### src/rtl/axi_write_scheduler.sv
// Write-path scheduler for two AXI masters and three slaves plus an internal DECERR slave.
// Owns one AW/W/B transaction at a time and drives the steering selects for the external muxes.
module axi_write_scheduler #(
  parameter int ADDR_W = 32,
  parameter int LEN_W  = 4
) (
  input  logic              clk,
  input  logic              rst,
  input  logic [1:0]        awvalid_m,
  input  logic [ADDR_W-1:0] awaddr_m0,
  input  logic [ADDR_W-1:0] awaddr_m1,
  input  logic [LEN_W-1:0]  awlen_m0,
  input  logic [LEN_W-1:0]  awlen_m1,
  output logic [1:0]        awready_m,
  output logic [2:0]        awvalid_s,
  input  logic [2:0]        awready_s,
  input  logic [1:0]        wvalid_m,
  input  logic [1:0]        wlast_m,
  output logic [1:0]        wready_m,
  output logic [2:0]        wvalid_s,
  input  logic [2:0]        wready_s,
  input  logic [2:0]        bvalid_s,
  output logic [2:0]        bready_s,
  output logic [1:0]        bvalid_m,
  input  logic [1:0]        bready_m,
  output logic              mst_sel,
  output logic [1:0]        slv_sel,
  output logic [1:0]        dflt_bresp,
  output logic              len_err
);

  typedef enum logic [1:0] {IDLE, ADDR, DATA, RESP} state_t;

  state_t             state;
  logic               rr_last;
  logic [LEN_W-1:0]   len_q;
  logic [LEN_W-1:0]   beat_cnt;

  logic               grant;
  logic [ADDR_W-1:0]  grant_addr;
  logic [LEN_W-1:0]   grant_len;
  logic               dflt;
  logic [2:0]         slv_oh;
  logic [1:0]         mst_oh;
  logic               m_awvalid, m_wvalid, m_wlast, m_bready;
  logic               s_awready, s_wready, s_bvalid;
  logic               aw_hs, w_hs, b_hs;
  logic               unused_addr_lsbs;

  function automatic logic arb(input logic [1:0] req, input logic last);
    if (req == 2'b11) return ~last;
    return req[1];
  endfunction

  function automatic logic [1:0] decode(input logic [ADDR_W-1:0] addr);
    logic [ADDR_W-17:0] hi;
    hi = addr[ADDR_W-1:16];
    if (hi == (ADDR_W-16)'(0)) return 2'd0;
    if (hi == (ADDR_W-16)'(1)) return 2'd1;
    if (hi == (ADDR_W-16)'(2)) return 2'd2;
    return 2'd3;
  endfunction

  function automatic logic [LEN_W-1:0] sat_inc(input logic [LEN_W-1:0] v);
    if (&v) return v;
    return v + LEN_W'(1);
  endfunction

  assign unused_addr_lsbs = ^{awaddr_m0[15:0], awaddr_m1[15:0]};

  assign grant      = arb(awvalid_m, rr_last);
  assign grant_addr = grant ? awaddr_m1 : awaddr_m0;
  assign grant_len  = grant ? awlen_m1 : awlen_m0;

  // Latched selects expanded to one-hot lanes; slave lanes are all-zero for the default slave.
  assign dflt   = (slv_sel == 2'd3);
  assign slv_oh = dflt ? 3'b000 : (3'b001 << slv_sel);
  assign mst_oh = mst_sel ? 2'b10 : 2'b01;

  assign m_awvalid = awvalid_m[mst_sel];
  assign m_wvalid  = wvalid_m[mst_sel];
  assign m_wlast   = wlast_m[mst_sel];
  assign m_bready  = bready_m[mst_sel];
  assign s_awready = |(awready_s & slv_oh);
  assign s_wready  = |(wready_s & slv_oh);
  assign s_bvalid  = |(bvalid_s & slv_oh);

  assign aw_hs = (state == ADDR) && m_awvalid && (dflt || s_awready);
  assign w_hs  = (state == DATA) && m_wvalid && (dflt || s_wready);
  assign b_hs  = (state == RESP) && m_bready && (dflt || s_bvalid);

  always_comb begin
    awready_m  = 2'b00;
    awvalid_s  = 3'b000;
    wready_m   = 2'b00;
    wvalid_s   = 3'b000;
    bvalid_m   = 2'b00;
    bready_s   = 3'b000;
    dflt_bresp = 2'b00;
    case (state)
      ADDR: begin
        awvalid_s = slv_oh & {3{m_awvalid}};
        awready_m = mst_oh & {2{dflt | s_awready}};
      end
      DATA: begin
        wvalid_s = slv_oh & {3{m_wvalid}};
        wready_m = mst_oh & {2{dflt | s_wready}};
      end
      RESP: begin
        bvalid_m   = mst_oh & {2{dflt | s_bvalid}};
        bready_s   = slv_oh & {3{m_bready}};
        dflt_bresp = dflt ? 2'b11 : 2'b00;
      end
      default: ;
    endcase
  end

  always_ff @(posedge clk or negedge rst) begin
    if (!rst) begin
      state   <= IDLE;
      mst_sel <= 1'b0;
      slv_sel <= 2'd0;
      len_err <= 1'b0;
      rr_last <= 1'b1;
    end else begin
      case (state)
        IDLE: begin
          if (|awvalid_m) begin
            mst_sel <= grant;
            slv_sel <= decode(grant_addr);
            state   <= ADDR;
          end
        end
        ADDR: begin
          if (aw_hs) state <= DATA;
        end
        DATA: begin
          if (w_hs) begin
            if (m_wlast != (beat_cnt == len_q)) len_err <= 1'b1;
            if (m_wlast) state <= RESP;
          end
        end
        RESP: begin
          if (b_hs) begin
            rr_last <= mst_sel;
            state   <= IDLE;
          end
        end
        default: state <= IDLE;
      endcase
    end
  end

  // Burst bookkeeping carries no reset: it is reloaded on every grant and AW handshake.
  always_ff @(posedge clk) begin
    if (state == IDLE && |awvalid_m) len_q <= grant_len;
    if (aw_hs)     beat_cnt <= '0;
    else if (w_hs) beat_cnt <= sat_inc(beat_cnt);
  end

endmodule

### config.mk
export PLATFORM = sky130hd
export DESIGN_NAME = axi_write_scheduler
export DESIGN_NICKNAME = d
export VERILOG_FILES = /design/src/rtl/axi_write_scheduler.sv
export SDC_FILE = /design/constraint.sdc
export NUM_CORES = 1
export LEC_CHECK = 0
export CORE_MARGIN = 3
export CORE_UTILIZATION = 30
export CTS_CLUSTER_DIAMETER = 40
export CTS_CLUSTER_SIZE = 16
export DETAILED_ROUTE_END_ITERATION = 6
export GPL_TIMING_DRIVEN = 0
export PLACE_DENSITY = 0.79
export REMOVE_ABC_BUFFERS = 1
export SLEW_MARGIN = 15
export SYNTH_ARGS = -nofsm -noshare
export SYNTH_HDL_FRONTEND = slang
export SYNTH_SLANG_ARGS = --single-unit
### constraint.sdc
create_clock -name clk -period 4.3 [get_ports clk]
set_input_delay 0.86 -clock clk [delete_from_list [all_inputs] [get_ports clk]]
set_output_delay 0.86 -clock clk [all_outputs]
set_load 0.005 [all_outputs]
### Word-level counts from Yosys, hierarchy flattened

Cells that the tools add are included.

| cells by class | value |
|---|---|
| equality and inequality tests | 15 |
| magnitude comparators | 1 |
| shift operators | 1 |
| mux-type cells | 51 |
| add/subtract/negate cells | 1 |
| reductions and logical operators | 22 |
| bitwise gates (word level) | 13 |

Operator list:

| kind | count |
|---|---|
| 2-bit two-way mux | 17 |
| 32-bit two-way mux | 1 |
| 1-bit two-way mux | 26 |
| 3-bit bitwise AND | 6 |
| 16-bit by 1-bit == test with 1-bit output, second input constant | 1 |
| 16-bit by 2-bit == test with 1-bit output, second input constant | 1 |
| 16-bit zero test | 1 |
| 3-bit two-way mux | 4 |
| 2-bit inequality test, second input constant | 5 |
| 3-bit OR reduction | 3 |
| 2-bit == test, second input constant | 4 |
| 4-bit two-way mux | 2 |
| 2-bit one-hot mux with 4 select lines | 1 |
| 1-bit logical AND | 7 |
| 2-bit bitwise AND | 3 |
| 2-bit AND reduction | 3 |
| 5-bit AND reduction | 1 |
| 4-bit by 1-bit adder with 4-bit output, second input constant | 1 |
| 4-bit == test | 1 |
| 4-bit AND reduction | 1 |
| 1-bit logical OR | 3 |
| 1-bit OR | 3 |
| 3-bit AND reduction | 1 |
| 1-bit by 2-bit left shift with 3-bit output, first input constant | 1 |
| other kinds (7) | 7 |

| storage, ports and cells | value |
|---|---|
| output and inout bits | 21 |
| flip-flop bits (word level) | 15 |
| bits of input ports | 91 |
| word-level logic and storage cells | 111 |

### Depth between registers and ports, before layout

| depth | value |
|---|---|
| depth in word-level cells | 18 |
| depth in mapped cells | 7 |
| mapped depth without buffers | 7 |

### Least setup slack after synthesis

Ideal clock, no wire load.

| timing path | value |
|---|---|
| path type | input-to-output |
| start | input awready_s[1] |
| end | output awready_m[1] |
| stages on the path | 3 |
| setup slack | 1.905 ns |
| required time | 3.440 ns |
| arrival time | 1.535 ns |
| path through | mux2_1 > o22a_1 > and3_1 |

| between the ends | value |
|---|---|
| cells in the longest elaborated chain, start to end | 5 |

RTL lines:

| item | RTL line | text |
|---|---|---|
| from (decl) | 16 | `input logic [2:0] awready_s,` |
| 3-bit bitwise AND | 84 | `assign s_awready = \|(awready_s & slv_oh);` |
| 3-bit OR reduction | 84 |  |
| 1-bit OR | 103 | `awready_m = mst_oh & {2{dflt \| s_awready}};` |
| 2-bit bitwise AND | 103 |  |
| 2-bit two-way mux | 100 | `case (state)` |
| to (decl) | 14 | `output logic [1:0] awready_m,` |

No other way between the ends.

### Worst setup path in the final report

Ends and elaborated chain as after synthesis.

==> results.py <==
metrics = {
    "status": {
        "status": "completed",
    },
    "sta": {
        "worstMarginPinSlew_ns": 0.565,
        "finalClockSkew_ns": 0.00270,
        "layout_worst_path_cycle_share_pct": 76.3,
        "finalSetupViolations": 0,
        "max_clock_freq_mhz": 305,
        "fin_hold_ws_ns": 0.475,
        "timing_max_transition_violations_final": 0,
        "grt_setup_unrepaired": "false",
        "post-route-min-period_ns": 3.28,
        "setup_tns_ns": 0,
        "timing.max_slew.rel_slack_pct": 61.9,
        "final_hold_viol_count": 0,
        "worst_slack_ns": 1.02,
    },
    "floorplanning": {
        "die_w_um": 69.5,
        "starting_utilization_of_the_core_area_pct": 32.1,
        "core_region_area_mm2": 0.00377,
        "floorplan.die_area_mm2": 0.00483,
        "floorplan.die.height_um": 69.5,
        "placementRows": 22,
        "ioPinCount": 112,
    },
    "route": {
        "drt.antenna.violating_nets": 0,
        "vias_cell": 4.97,
        "drt-pass1-iter-count": 4,
        "postRouteWirelength_um": 3270,
        "avgRoutedWirePerCell_um": 12.9,
        "via_count": 1262,
        "post-route-drc-count": 0,
        "drt-initial-drc-count": 40,
    },
    "yosys": {
        "synth-edff-count": 4,
        "post_synth_main_area_contributors": "sky130_fd_sc_hd__dfrtp_1 (12%), sky130_fd_sc_hd__edfxtp_1 (9.9%), sky130_fd_sc_hd__mux2_2 (8.4%)",
        "post-synth-top-area-fraction_pct": 12.4,
        "flops_latches_synth": 15,
        "synth.avg_cell_area_um2": 9.44,
        "syn-cell-area_mm2": 0.00121,
        "synth.distinct_cells": 45,
        "syn_inst_count": 128,
        "synth-warning-count": 0,
        "ys_seq_area_share_pct": 31.2,
        "yosysTopAreaCell": "sky130_fd_sc_hd__dfrtp_1",
        "synth-async-reset-ratio_pct": 46.7,
        "synth_ff_type": "sky130_fd_sc_hd__dfrtp_1",
    },
    "finish": {
        "areaGrowthSynthToFinish_pct": 71.4,
        "post_route_cells_drive_above_1_share_pct": 11.2,
        "n_antenna_cell": 0,
        "fillers": 341,
        "multi_input_logic_area_um2": 777,
        "nets": 303,
        "area.sequential_um2": 377,
        "most-common-layout-cells": "sky130_fd_sc_hd__clkdlybuf4s50_1 (79), sky130_fd_sc_hd__nor2_1 (16), sky130_fd_sc_hd__mux2_2 (9)",
        "layout.cells.most_common": "sky130_fd_sc_hd__clkdlybuf4s50_1",
    },
    "global_routing": {
        "gr-usage-all-layers_pct": 13.2,
        "pin_count_of_the_biggest_net_entering_global_routing": 17,
        "grt-ovfl-total": 0,
        "antenna_violations_before_repair": 0,
        "via_count_of_the_first_global_routing_pass": 1242,
        "grt_first_pass_wirelength_um": 5370,
    },
    "hold_path": {
        "hold_path_class": "flip-flop to flip-flop",
    },
    "worst_setup_path": {
        "cp_data_required_time_ns": 3.44,
        "critPathMaxFanout": 3,
        "timing.critical_path.from_type": "input pin",
        "setup_crit_path_kind": "input pin to output port",
        "arrival_ns": 2.42,
        "setup.worst_path.end_class": "output port",
    },
    "clock_network": {
        "clk_root_buffer_cell": "sky130_fd_sc_hd__clkbuf_8",
        "worst_skew_pair.late_latency_ns": 0.24,
        "post-cts-setup-buffers": 0,
        "cts_inserted_buffers": 3,
        "cts.path.max_buffers": 2,
        "cts.htree.levels": 1,
        "clock_sink_count": 15,
        "postCtsResizedCells": 0,
        "clock_tree_from_tritoncts": "done",
        "cts_hold_repair.buffers": 0,
        "clk_transition_reported_paths_ns": 0.06,
    },
    "run": {
        "timing.max_cap.violations": 0,
    },
    "power": {
        "totalPowerFinal_uw": 999,
        "p_leak_uw": 0.000789,
        "vdd_drop_max_mv": 0.210,
        "power_density_mw_per_mm2": 482,
    },
    "place": {
        "dpl.hpwl_um": 2770,
        "io_buffer_count": 79,
        "globalplace.congestion": 0.752,
        "detailedPlace.worstSlack_ns": 1.03,
    },
}
==> flip-flops by register name, summed over array words and instances (netlist names) <==
register,cells
len_q,4
len_err,1
state,2
mst_sel,1
rr_last,1
slv_sel,2
beat_cnt,4
==> cell type report <==
type / instances / share of cell area [%]
repair buffers: 79 / 38.2
multi-input cells: 102 / 37.5
flip-flops and latches: 15 / 18.2
well taps: 48 / 2.90
clock buffers: 4 / 2.17
inverters: 6 / 1.09
==> synthesized netlist by cell type, drive strengths merged, types with 3 or more instances <==
library cell  instances
nor4                  6
nand2                 6
dfrtp                 6
nor2b                 3
xnor2                 6
mux2i                 5
and3                  4
nand4                 3
nand2b                3
edfxtp                4
a21o                  3
buf                   3
nor3                  4
dfxtp                 4
ha                    5
nor2                 17
inv                   6
mux2                 12
==> metal layers <==
| layer | routed length (µm) | up-vias | GRT usage [%] |
|---|---|---|---|
| li1 | - | 625 | - |
| met1 | 1380 | 580 | 16.2 |
| met2 | 1630 | 55 | 23.0 |
| met3 | 255 | 2 | 3.48 |
| met4 | 6 | 0 | 2.60 |
| met5 | 0 | - | 0 |
==> cell families after synthesis <==
| group | count (synthesis) | synth area share (%) |
|---|---|---|
| multiplexers | 17 | 15.9 |
| flip-flops | 15 | 31.2 |
| AO/OA/AOI/OAI | 21 | 15.4 |
| adder cells (fa/ha/maj) | 5 | 5.18 |
| AND/OR/NAND/NOR | 52 | 22.7 |
| buffers and inverters | 11 | 4.55 |
| XOR/XNOR | 7 | 5.07 |
==> critical path, stage by stage <==
cell and delay, ns:
sky130_fd_sc_hd__clkdlybuf4s50_1 0.39, sky130_fd_sc_hd__mux2_1 0.32, sky130_fd_sc_hd__o22a_1 0.22, sky130_fd_sc_hd__and3_1 0.19, sky130_fd_sc_hd__clkdlybuf4s50_1 0.44
==> where the power goes <==
| part | internal [µW] | switching [µW] |
|---|---|---|
| sequential | 211 | 103 |
| combinational | 349 | 226 |
| clock | 65.5 | 44.9 |
==> worst paths after layout <==
| check | from | end | slack, ns | cells after the start |
|---|---|---|---|---|
| hold / removal | len_err$_DFFE_PN0P_ | len_err$_DFFE_PN0P_ | 0.47 | 1 |
| max in group asynchronous | rst | rr_last$_DFFE_PN1P_ | 3.11 | 1 |
| min in group asynchronous | rst | slv_sel[0]$_DFFE_PN0P_ | 0.89 | 1 |
| setup reg to reg | slv_sel[0]$_DFFE_PN0P_ | state[1]$_DFFE_PN0P_ | 2.33 | 5 |
| setup / recovery | awready_s[1] | awready_m[1] | 1.02 | 5 |
| hold reg to reg | len_err$_DFFE_PN0P_ | len_err$_DFFE_PN0P_ | 0.47 | 1 |
==> through the flow <==
stage / cells / utilization, % / cell area [µm²]
floorplan: 123 / - / 1180
global placement: 250 / 53.7 / 2030
detailed placement: 250 / 53.7 / 2030
CTS: 254 / 54.9 / 2070
global route: 254 / 54.9 / 2070
finish: 254 / 54.9 / 2070
No activity file was read; power rests on OpenSTA's default activity.
